===== src/rtl/tile_dma_pkg.sv =====
// Shared video package: tile-map geometry and the tile-attribute DMA state encoding.
package tile_dma_pkg;

    localparam int TILES_H    = 28;
    localparam int TILES_V    = 19;
    localparam int TATTR_SIZE = 1024;

    typedef enum logic [2:0] {
        ST_IDLE     = 3'd0,
        ST_WAIT_VBL = 3'd1,
        ST_FETCH    = 3'd2,
        ST_WRITE    = 3'd3,
        ST_DONE     = 3'd4
    } dma_state_e;

endpackage


===== src/rtl/tile_dma_if.sv =====
// Tile DMA bus bundle: word-read channel to system memory plus the attribute-RAM write port.
interface tile_dma_if #(
    parameter int TATTR_AW = 10,
    parameter int MEM_AW   = 32
);
    logic                mem_req;
    logic [MEM_AW-1:0]   mem_addr;
    logic                mem_ack;
    logic [31:0]         mem_rdata;
    logic [TATTR_AW-1:0] tattr_addr;
    logic [7:0]          tattr_wdata;
    logic                tattr_wenable;

    modport master (
        output mem_req, mem_addr, tattr_addr, tattr_wdata, tattr_wenable,
        input  mem_ack, mem_rdata
    );

    modport slave (
        input  mem_req, mem_addr, tattr_addr, tattr_wdata, tattr_wenable,
        output mem_ack, mem_rdata
    );
endinterface


===== src/rtl/tile_dma_sync_2ff.sv =====
// Two-flop level synchronizer for the vertical-blank crossing.
// Only built when TILE_DMA_VSYNC_EN is defined; otherwise no such flops exist.
`ifdef TILE_DMA_VSYNC_EN
module sync_2ff (
    input  logic wclk,
    input  logic rst_n,
    input  logic d,
    output logic q
);
    logic meta;

    always_ff @(posedge wclk or negedge rst_n) begin
        if (!rst_n) begin
            meta <= 1'b0;
            q    <= 1'b0;
        end else begin
            meta <= d;
            q    <= meta;
        end
    end
endmodule
`endif


===== src/rtl/tile_dma.sv =====
// Tile-attribute DMA: copies a byte run from system memory into the tile-attribute RAM.
// Define TILE_DMA_VSYNC_EN to hold each launch until the next vertical-blank rising edge.
module tile_dma
    import tile_dma_pkg::*;
#(
    parameter int TATTR_AW = 10,
    parameter int MEM_AW   = 32
) (
    input  logic                wclk,
    input  logic                rst_n,
    input  logic [MEM_AW-1:0]   cfg_src,
    input  logic [TATTR_AW-1:0] cfg_dst,
    input  logic [TATTR_AW:0]   cfg_len,
    input  logic                start,
    input  logic                vblank_async,
    output logic                busy,
    output logic                done_irq,
    tile_dma_if.master          bus
);

    localparam logic [MEM_AW-1:0]   WORD_MASK = ~MEM_AW'(3);
    localparam logic [TATTR_AW:0]   LEN_MAX   = {1'b1, {TATTR_AW{1'b0}}};

    dma_state_e          state_q, state_d;
    logic [MEM_AW-1:0]   src_q;
    logic [TATTR_AW-1:0] dst_q;
    logic [TATTR_AW-1:0] wa_q;
    logic [TATTR_AW:0]   rem_q;
    logic [1:0]          bidx_q;
    logic [31:0]         word_q;
    logic                done_q;
    logic [TATTR_AW:0]   len_clamped;
    logic                last_byte;
    logic                word_end;
    logic                vbl_rise;

`ifdef TILE_DMA_VSYNC_EN
    logic vbl_s, vbl_s_q;

    sync_2ff u_vbl_sync (
        .wclk  (wclk),
        .rst_n (rst_n),
        .d     (vblank_async),
        .q     (vbl_s)
    );

    always_ff @(posedge wclk or negedge rst_n) begin
        if (!rst_n) vbl_s_q <= 1'b0;
        else        vbl_s_q <= vbl_s;
    end

    assign vbl_rise = vbl_s & ~vbl_s_q;
    localparam dma_state_e LAUNCH_ST = ST_WAIT_VBL;
`else
    logic unused_vbl;
    assign unused_vbl = vblank_async;
    assign vbl_rise   = 1'b0;
    localparam dma_state_e LAUNCH_ST = ST_FETCH;
`endif

    // Lengths beyond the RAM size would only rewrite the same entries again.
    assign len_clamped = (cfg_len[TATTR_AW] && |cfg_len[TATTR_AW-1:0]) ? LEN_MAX : cfg_len;
    assign last_byte   = (rem_q == (TATTR_AW+1)'(1));
    assign word_end    = (bidx_q == 2'd3);

    always_ff @(posedge wclk or negedge rst_n) begin
        if (!rst_n) state_q <= ST_IDLE;
        else        state_q <= state_d;
    end

    always_comb begin
        state_d = state_q;
        unique case (state_q)
            ST_IDLE:     if (start) state_d = (len_clamped == '0) ? ST_DONE : LAUNCH_ST;
            ST_WAIT_VBL: if (vbl_rise) state_d = ST_FETCH;
            ST_FETCH:    if (bus.mem_ack) state_d = ST_WRITE;
            ST_WRITE: begin
                if (last_byte)     state_d = ST_DONE;
                else if (word_end) state_d = ST_FETCH;
            end
            ST_DONE:     state_d = ST_IDLE;
            default:     state_d = ST_IDLE;
        endcase
    end

    always_comb begin
        busy              = (state_q != ST_IDLE);
        bus.mem_req       = (state_q == ST_FETCH);
        bus.tattr_wenable = (state_q == ST_WRITE);
        bus.mem_addr      = src_q;
        bus.tattr_addr    = wa_q;
        bus.tattr_wdata   = word_q[7:0];
        done_irq          = done_q;
    end

    // wa_q/word_q are frozen on the final byte so the RAM port holds its last write.
    always_ff @(posedge wclk or negedge rst_n) begin
        if (!rst_n) begin
            src_q  <= '0;
            dst_q  <= '0;
            wa_q   <= '0;
            rem_q  <= '0;
            bidx_q <= '0;
            word_q <= '0;
            done_q <= 1'b0;
        end else begin
            done_q <= (state_q == ST_DONE);
            unique case (state_q)
                ST_IDLE: begin
                    if (start) begin
                        src_q <= cfg_src & WORD_MASK;
                        dst_q <= cfg_dst;
                        rem_q <= len_clamped;
                    end
                end
                ST_FETCH: begin
                    if (bus.mem_ack) begin
                        word_q <= bus.mem_rdata;
                        wa_q   <= dst_q;
                        bidx_q <= 2'd0;
                    end
                end
                ST_WRITE: begin
                    rem_q  <= rem_q - 1'b1;
                    bidx_q <= bidx_q + 1'b1;
                    if (word_end) src_q <= src_q + MEM_AW'(4);
                    if (last_byte || word_end) begin
                        dst_q <= wa_q + 1'b1;
                    end else begin
                        wa_q   <= wa_q + 1'b1;
                        word_q <= {8'h00, word_q[31:8]};
                    end
                end
                default: ;
            endcase
        end
    end

endmodule

===== src/flat_wrapper.sv =====
// flat-port wrapper written by rule: the top's interface ports become plain ports
module tile_dma_flat import tile_dma_pkg::*;
#(
    parameter int TATTR_AW = 10,
    parameter int MEM_AW   = 32
)
  (wclk, rst_n, cfg_src, cfg_dst, cfg_len, start, vblank_async, busy, done_irq, bus_mem_req, bus_mem_addr, bus_tattr_addr, bus_tattr_wdata, bus_tattr_wenable, bus_mem_ack, bus_mem_rdata);
  tile_dma_if #(.TATTR_AW(TATTR_AW), .MEM_AW(MEM_AW)) bus_i ();
  input  logic wclk;
  input  logic rst_n;
  input  logic [MEM_AW-1:0] cfg_src;
  input  logic [TATTR_AW-1:0] cfg_dst;
  input  logic [TATTR_AW:0] cfg_len;
  input  logic start;
  input  logic vblank_async;
  output logic busy;
  output logic done_irq;
  output wire logic [$bits(bus_i.mem_req)-1:0] bus_mem_req;
  output wire logic [$bits(bus_i.mem_addr)-1:0] bus_mem_addr;
  output wire logic [$bits(bus_i.tattr_addr)-1:0] bus_tattr_addr;
  output wire logic [$bits(bus_i.tattr_wdata)-1:0] bus_tattr_wdata;
  output wire logic [$bits(bus_i.tattr_wenable)-1:0] bus_tattr_wenable;
  input wire logic [$bits(bus_i.mem_ack)-1:0] bus_mem_ack;
  input wire logic [$bits(bus_i.mem_rdata)-1:0] bus_mem_rdata;
  assign bus_mem_req = bus_i.mem_req;
  assign bus_mem_addr = bus_i.mem_addr;
  assign bus_tattr_addr = bus_i.tattr_addr;
  assign bus_tattr_wdata = bus_i.tattr_wdata;
  assign bus_tattr_wenable = bus_i.tattr_wenable;
  assign bus_i.mem_ack = bus_mem_ack;
  assign bus_i.mem_rdata = bus_mem_rdata;
  tile_dma #(.TATTR_AW(TATTR_AW), .MEM_AW(MEM_AW)) u_core (.wclk(wclk), .rst_n(rst_n), .cfg_src(cfg_src), .cfg_dst(cfg_dst), .cfg_len(cfg_len), .start(start), .vblank_async(vblank_async), .busy(busy), .done_irq(done_irq), .bus(bus_i));
endmodule

===== config.mk =====
export PLATFORM = sky130hd
export DESIGN_NAME = tile_dma_flat
export DESIGN_NICKNAME = d
export VERILOG_FILES = /design/src/rtl/tile_dma_pkg.sv /design/src/rtl/tile_dma_if.sv /design/src/rtl/tile_dma_sync_2ff.sv /design/src/rtl/tile_dma.sv /design/src/flat_wrapper.sv
export SDC_FILE = /design/constraint.sdc
export NUM_CORES = 1
export LEC_CHECK = 0
export BUFFER_PORTS_ARGS = -buffer_cell sky130_fd_sc_hd__buf_2
export CAP_MARGIN = 20
export CORE_UTILIZATION = 31
export DETAILED_ROUTE_END_ITERATION = 10
export PLACE_DENSITY = 0.48
export REMOVE_ABC_BUFFERS = 1
export SYNTH_ARGS = -nofsm -noshare
export SYNTH_HDL_FRONTEND = slang
export SYNTH_SLANG_ARGS = --single-unit

===== constraint.sdc =====
create_clock -name wclk -period 3.25 [get_ports wclk]
set_input_delay 0.65 -clock wclk [delete_from_list [all_inputs] [get_ports wclk]]
set_output_delay 0.65 -clock wclk [all_outputs]
set_load 0.03 [all_outputs]

# ---- After elaboration in Yosys (flattened, before gate mapping)
# Index checks and enable logic that the tools add are counted.
dict set report totals {
  out_inout_bits 54
  inputBits 90
  ff_bits 101
  word_cells 62
}
dict set report classes {
  reduce_logical 14
  n_mux 23
  bitwise 1
  n_eq_ne 12
  addsub 4
}
# cell n
set op_table {}
lappend op_table {{2-to-1 mux 32 bit} 4}
lappend op_table {{one-hot mux 32 bit (2 select lines)} 2}
lappend op_table {{2-to-1 mux 10 bit} 4}
lappend op_table {{one-hot mux 10 bit (2 select lines)} 2}
lappend op_table {{adder 32 x 3 -> 32 bit (second input constant)} 1}
lappend op_table {{2-to-1 mux 11 bit} 2}
lappend op_table {{one-hot mux 11 bit (2 select lines)} 1}
lappend op_table {{2-to-1 mux 3 bit} 5}
lappend op_table {{one-hot mux 3 bit (4 select lines)} 1}
lappend op_table {{== test 11 x 1 -> 1 bit (second input constant)} 1}
lappend op_table {{logical NOT 11 bit} 1}
lappend op_table {{subtractor 11 x 1 -> 11 bit (second input constant)} 1}
lappend op_table {{adder 10 x 1 -> 10 bit (second input constant)} 1}
lappend op_table {{OR reduction 10 bit} 1}
lappend op_table {{AND reduction 3 bit} 3}
lappend op_table {{== test 3 x 2 -> 1 bit (second input constant)} 2}
lappend op_table {{inequality test 2 x 1 -> 1 bit (second input constant)} 3}
lappend op_table {{inequality test 2 bit (second input constant)} 2}
lappend op_table {{one-hot mux 2 bit (2 select lines)} 1}
lappend op_table {{AND reduction 2 bit} 2}
lappend op_table {{AND reduction 4 bit} 1}
lappend op_table {{nonzero test 2 bit} 2}
lappend op_table {{== test 3 x 1 -> 1 bit (second input constant)} 1}
lappend op_table {{== test 3 bit (second input constant)} 1}
lappend op_table {{other kinds (9)} 9}

# ---- Logic depth before layout (Yosys ltp)
# Gate-level depths: netlist (run 1).
dict set report depth {
  depth_word 7
  mapped_depth 8
  mapped_depth_nobuf 6
}

# ---- Worst setup path after synthesis (run 1)
# Ideal clock, no wire load.
dict set report synth_path {
  kind {register to register}
  from {register u_core.state_q[2]}
  to {register u_core.wa_q[2] (netlist: u_core.bus.tattr_addr[2])}
  slack_ps 949
  n_path_buf 3
  path_stages_with_launch 9
  setup_ps 133
  arrival_ps 2168
  period_less_slack_ps 2301
  cell_sequence {dfrtp_1 -> buf_2 -> nor3b_1 -> nand2_1 -> o31a_1 -> buf_2 -> buf_2 -> o21ai_0 -> o21ai_0}
}
dict set report synth_via {
  elab_chain_len 3
}
# item line
set synth_rtl {}
lappend synth_rtl {{from (decl)} tile_dma.sv:24} ;# dma_state_e state_q, state_d;
lappend synth_rtl {{from (signal assigned)} tile_dma.sv:68} ;# else state_q <= state_d;
lappend synth_rtl {{== test 3 x 2 -> 1 bit *} --}
lappend synth_rtl {{named net bus_mem_req} flat_wrapper.sv:18} ;# output wire logic [$bits(bus_i.mem_req)-1:0] bus_mem_req;
lappend synth_rtl {{inequality test 2 x 1 -> 1 bit (no source line) / nonzero test 2 bit (equally long branches)} --}
lappend synth_rtl {{AND reduction 3 bit (no source line)} --}
lappend synth_rtl {{to (signal assigned)} tile_dma.sv:119} ;# wa_q <= dst_q;
lappend synth_rtl {{to (signal assigned)} tile_dma.sv:130} ;# wa_q <= wa_q + 1'b1;
lappend synth_rtl {{to (decl)} tile_dma.sv:27} ;# logic [TATTR_AW-1:0] wa_q;
# Mark *: on every way through the listed nets, which the timed path passes. The rest lies on a longest branch.
# A chain may end at the register's enable or synchronous reset.

# ---- Final worst setup path (run 1)
dict set report layout_path {
  from {register u_core.state_q[2]}
  to {output bus_tattr_wenable}
}
dict set report layout_via {
  elab_chain_len 1
}
# item line
set layout_rtl {}
lappend layout_rtl {{== test 3 x 2 -> 1 bit} tile_dma.sv:89} ;# bus.tattr_wenable = (state_q == ST_WRITE);
lappend layout_rtl {{to (decl)} flat_wrapper.sv:22} ;# output wire logic [$bits(bus_i.tattr_wenable)-1:0] bus_tattr_wenable;
# Every way passes these cells.

==> flow_summary.ini, run 1 <==
[worst_setup_path]
r2r_cells = 6
critPathBufInv = 2
critical_path_class = reg -> out
worstSetupEndpointType = primary output
r2r_setup_slack_ns = 0.91
cpLargestDelayFamily = buffers and inverters
crit_path_max_fanout = 27
crit_arrival_ns = 1.85
r2r_start = u_core.state_q[0]$_DFFE_PN0P_
cp.required_ns = 2.60
cp.depth = 3
crit_slowest_cell = dfrtp_1
path_cells = nand3b_2 -> clkinv_2 -> buf_2
startpoint_type = flop
timing.rr.end = u_core.bus.mem_addr[9]$_DFFE_PN0P_
critPathMaxStageDelay_ns = 0.59

[power]
vdd_drop_max_mv = 0.377
p_comb_frac = 0.497
power_density_mw_per_mm2 = 1060
p_leak_nw = 2.96
p_clk_frac = 0.154
power_mw = 7.06
p_int_mw = 3.63
power_frac_seq = 0.349
power_switching_share = 0.486
p_switching_mw = 3.43

[sta]
fin_crit_sh = 0.769
period_needed_ns = 2.50
maxSlewViolCount = 0
rsz0062_at_grt = no
tightest_slew_ns = 0.819
fmax_ghz = 0.400
slew_headroom = 0.449
setup_ws_ns = 0.750
whs_ns = 0.280
skew_ns = 0.0104
setup_viol = 0
finalHoldViolations = 0

[synth]
synth_edf_count = 0
synth_compound_area_frac = 0.213
ys_types = 59
synth_xor_area_frac = 0.00941
synth_top_family_by_area = compound AO/OA/AOI/OAI gates
synth_area_mm2 = 0.00558
synthFlopType = dfrtp_1
synthAdderAreaFrac = 0.0112
syn_avg_cell_area_um2 = 8.71
yosys_warnings = 0
ys_ff_latch = 99
synth_mux_area_frac = 0.0625
syn_inst = 641
yosysSeqAreaShare = 0.444
synth-async-reset-ratio = 1.00
synth-simple-area-share = 0.199

[final_layout]
multi_input_area_mm2 = 0.00277
final_nets = 843
diodes = 0
fillers = 1852
regArea_mm2 = 0.00248
fin_area_mm2 = 0.00667
final_cells = 978
drive_gt1_frac = 0.243
area_growth_pct = 19.5

[placed_design]
pre_cts_ws_ns = 0.696
hpwl_mm = 10.7
port_buffers = 138
place_congestion = 0.766
placed_cells = 962
placedInstanceArea_mm2 = 0.00638

[die]
rows = 48
ios = 144
core_mm2 = 0.0174
die_height_um = 136
die_area_mm2 = 0.0186
die_x_um = 136
start_util = 0.321

[routing]
avgViaCountPerCell = 5.22
drt_iter0_drc = 288
wl_mm = 15.4
wl_per_cell_um = 15.7
antenna_left = 0
vias = 5108
drt-pass1-iter-count = 4
drc = 0

[cts]
post_cts_buffers = 0
cts.sinks = 99
clock_path_buffers = 2
cts_resized = 0
numCtsBuffers = 9
tritoncts = built
clock_latency_ns = 0.36
clk_pin_slew_ns = 0.08
clockRootBuffer = clkbuf_16
htreeDepth = 3
holdBufCountCts = 0

[job]
maxCapViolations = 0

[global_routing]
overflow = 0
antenna_found_initial = 1
grt_util_all_layers = 0.173
grt_pass1_wl_mm = 25.2
grt_pass1_vias = 4940
grt_max_degree = 85

[hold_path]
hold_path.class = in -> async

[run_status]
status = finished, final reports clean
-- layout make-up --
cell class                 count  share of cell area
sequential                    99               0.371
timing repair buffer         149               0.118
tap                          225              0.0422
inverter                      16             0.00919
clock buffer                   9              0.0338
clock inverter                 7             0.00994
multi-input combinational    473               0.415
-- metal layers --
layer / global-route usage / routed length (um) / vias up
met5: 0 / 10 / -
met4: 0.0679 / 227 / 2
met3: 0.0309 / 729 / 17
met2: 0.273 / 7050 / 115
met1: 0.234 / 7370 / 2439
li1: - / - / 2535
-- worst register-to-register path: stages (launching register included) --
cell and delay, ns:
dfrtp_1 0.57, or3b_1 0.32, a21o_1 0.64, nor2_1 0.14, buf_4 0.20, a221oi_1 0.29
a21oi_1 0.07
-- how the worst max path moves through the flow --
stage                                             start                            endpoint
final                     u_core.state_q[2]$_DFFE_PN0P_                   bus_tattr_wenable
after global routing      u_core.state_q[2]$_DFFE_PN0P_                   bus_tattr_wenable
after CTS                 u_core.state_q[2]$_DFFE_PN0P_                   bus_tattr_wenable
after detailed placement                          start  u_core.bus.mem_addr[9]$_DFFE_PN0P_
after global placement                            start  u_core.bus.mem_addr[9]$_DFFE_PN0P_
after floorplan           u_core.state_q[2]$_DFFE_PN0P_  u_core.bus.mem_addr[9]$_DFFE_PN0P_
-- logic make-up (layout without fill, tap and decap cells) --
family                   after synthesis  after routing
buffers and inverters                 70            181
other                                  1              2
AND/OR/NAND/NOR                      227            227
flip-flops                            99             99
multiplexers                          34             34
XOR/XNOR                               6              6
adder cells (fa/ha/maj)                5              5
AO/OA/AOI/OAI                        199            199
-- power groups by stage --
stage	Clock [mW]	Combinational [mW]	Sequential, mW
CTS	1.13	3.56	2.46
detailed placement	0	3.55	2.47
floorplan	0	2.02	2.90
finish	1.09	3.50	2.46
global route	1.17	3.92	2.57
global placement	0	3.47	2.45
-- through the flow --
step	utilization	setup TNS (ns)
final	0.383	0
after global placement	0.366	0
after CTS	0.383	0
after detailed placement	0.366	0
after global routing	0.383	0
after floorplan	-	-75.18
-- flip-flops by register name (all words and copies together), names as in the netlist --
signal,count
u_core.word_q,32
u_core.bus.mem_addr,30
u_core.rem_q,11
u_core.bus.tattr_addr,10
u_core.dst_q,10
u_core.state_q,3
u_core.bidx_q,2
u_core.done_irq,1
-- synthesized netlist by cell type (all sizes together) (6+ instances only) --
| library cell | number | area [um^2] |
|---|---|---|
| nor2 | 40 | 150 |
| nand4 | 15 | 93.8 |
| nor3 | 22 | 115 |
| o21ai | 72 | 360 |
| and3 | 10 | 62.6 |
| o22ai | 15 | 93.8 |
| a31oi | 7 | 43.8 |
| xnor2 | 6 | 52.6 |
| nand2 | 82 | 308 |
| buf | 34 | 204 |
| a2bb2oi | 7 | 61.3 |
| a211oi | 6 | 45.0 |
| clkbuf | 20 | 75.1 |
| mux2i | 27 | 270 |
| inv | 16 | 60.1 |
| nand3 | 22 | 115 |
| nor4 | 8 | 56.3 |
| mux2 | 7 | 78.8 |
| a21oi | 60 | 315 |
| a311oi | 7 | 61.3 |
| dfrtp | 99 | 2480 |
-- cell usage in the layout (no fill, tap or decap), types with 6 or more instances in the layout --
cell type and n:
inv_1 15, nor2_1 40, and3_1 10, mux2_2 7, nor3_1 21, nand4_1 15, a21oi_1 58, a211oi_1 6
dfrtp_1 99, mux2i_1 27, xnor2_1 6, o22ai_1 15, o21ai_0 71, a2bb2oi_1 7, a31oi_1 7, nand2_1 82
clkbuf_16 9, buf_4 11, a311oi_1 7, nor4_1 7, buf_2 137, nand3_1 21
Note: power is estimated with default switching activity, not from simulation.
==> run 2, diff against run 1 <==
- PLACE_DENSITY: 0.48 -> 0.49
- clock period: 3.25 -> 2.2 ns (I/O delays scaled with it)
==> flow_summary.ini, run 2 (same netlist as run 1, synthesis figures left out) <==
[final_layout]
final_common_cell = buf_2
drive_gt1_frac = 0.262
final_cells = 998
fin_util = 0.394
final_nets = 862
fin_area_mm2 = 0.00686
layout_common_cells = buf_2, dfrtp_1, nand2_1
largest_register_ffs = 32
area_growth_pct = 22.8
regMostFlops = u_core.word_q

[worst_setup_path]
crit_path_max_fanout = 14
timing.rr.end = u_core.rem_q[4]$_DFFE_PN0P_
worstSetupEndpointType = primary output
cp.required_ns = 1.76
r2r_setup_slack_ns = 0.15
critical_path_class = reg -> out
worstSetupStartpoint = u_core.state_q[2]$_DFFE_PN0P_
startpoint_type = flop
endpoint = bus_tattr_wenable
r2r_start = u_core.state_q[0]$_DFFE_PN0P_
crit_arrival_ns = 1.64
r2r_cells = 6

[cts]
clk_pin_slew_ns = 0.07
cts_resized = 0
htreeDepth = 3
clock_latency_ns = 0.35
clock_path_buffers = 2
tritoncts = built
post_cts_buffers = 0
numCtsBuffers = 9
clockRootBuffer = clkbuf_16
cts.sinks = 99
holdBufCountCts = 0

[placed_design]
place_congestion = 0.832
placedInstanceArea_mm2 = 0.00657
port_buffers = 138
placed_cells = 981
hpwl_mm = 11.2
pre_cts_ws_ns = 0.0748

[sta]
setup_viol = 0
period_needed_ns = 2.08
fmax_ghz = 0.480
setup_ws_ns = 0.118
rsz0062_at_grt = no
tightest_slew_ns = 0.544
skew_ns = 0.00725
maxSlewViolCount = 0
slew_headroom = 0.634
finalHoldViolations = 0
fin_crit_sh = 0.946

[hold_path]
hold_path.class = in -> async

[power]
power_density_mw_per_mm2 = 1550
power_mw = 10.7
p_leak_nw = 3.06
vdd_drop_max_mv = 0.564

[routing]
drt_iter0_drc = 296
drc = 0
avgViaCountPerCell = 5.26
wl_per_cell_um = 15.7
vias = 5249
antenna_left = 0
drt-pass1-iter-count = 5
wl_mm = 15.6

[global_routing]
grt_util_all_layers = 0.174
grt_max_degree = 58
grt_pass1_vias = 5008
overflow = 0
antenna_found_initial = 1
grt_pass1_wl_mm = 25.4

[die]
rows = 48
die_x_um = 136
die_height_um = 136
core_mm2 = 0.0174
ios = 144
die_area_mm2 = 0.0186
start_util = 0.321

[run_status]
status = finished, final reports clean

[job]
maxCapViolations = 0
## run 2: report_power, final
part,internal [mW],switching [mW],leakage (nW)
sequential,2.71,0.895,1.19
clock,0.779,0.748,0.133
combinational,2.08,3.45,1.74
## run 2: final cells by class
class	count	area [um^2]
well taps	225	282
repair buffers	168	981
clock buffers	10	229
clock inverters	6	47.5
diodes	1	2.50
multi-input cells	473	2780
inverters	16	62.6
fillers	1819	10600
flip-flops and latches	99	2480
## run 2: critical path, stage by stage (launching register included)
cell and delay, ns:
dfrtp_1 0.37, nand3b_2 0.37, inv_4 0.30, buf_2 0.25
## run 2: per-layer routing
metal | global-route usage | part of all wire | vias to the layer above
li1 | - | - | 2563
met1 | 0.231 | 0.47 | 2528
met2 | 0.284 | 0.47 | 142
met3 | 0.0354 | 0.048 | 16
met4 | 0.0512 | 0.015 | 0
met5 | 0 | 0 | -
## run 2: worst min path at each step
stage                                         endpoint  startpoint  depth (start not counted)
after floorplan           u_core.bidx_q[0]$_DFFE_PN0P_       rst_n                          0
after global placement     u_core.rem_q[5]$_DFFE_PN0P_       rst_n                          1
after detailed placement   u_core.rem_q[4]$_DFFE_PN0P_       rst_n                          1
after CTS                  u_core.rem_q[4]$_DFFE_PN0P_       rst_n                          1
after global routing       u_core.rem_q[4]$_DFFE_PN0P_       rst_n                          1
final                      u_core.rem_q[5]$_DFFE_PN0P_       rst_n                          1
## run 2: per-stage QoR
step                      hold slack (ns)  TNS, ns
after floorplan                     0.144  -171.33
after global placement              0.452        0
after detailed placement            0.452        0
after CTS                          0.0729        0
after global routing               0.0964        0
final                              0.0662        0
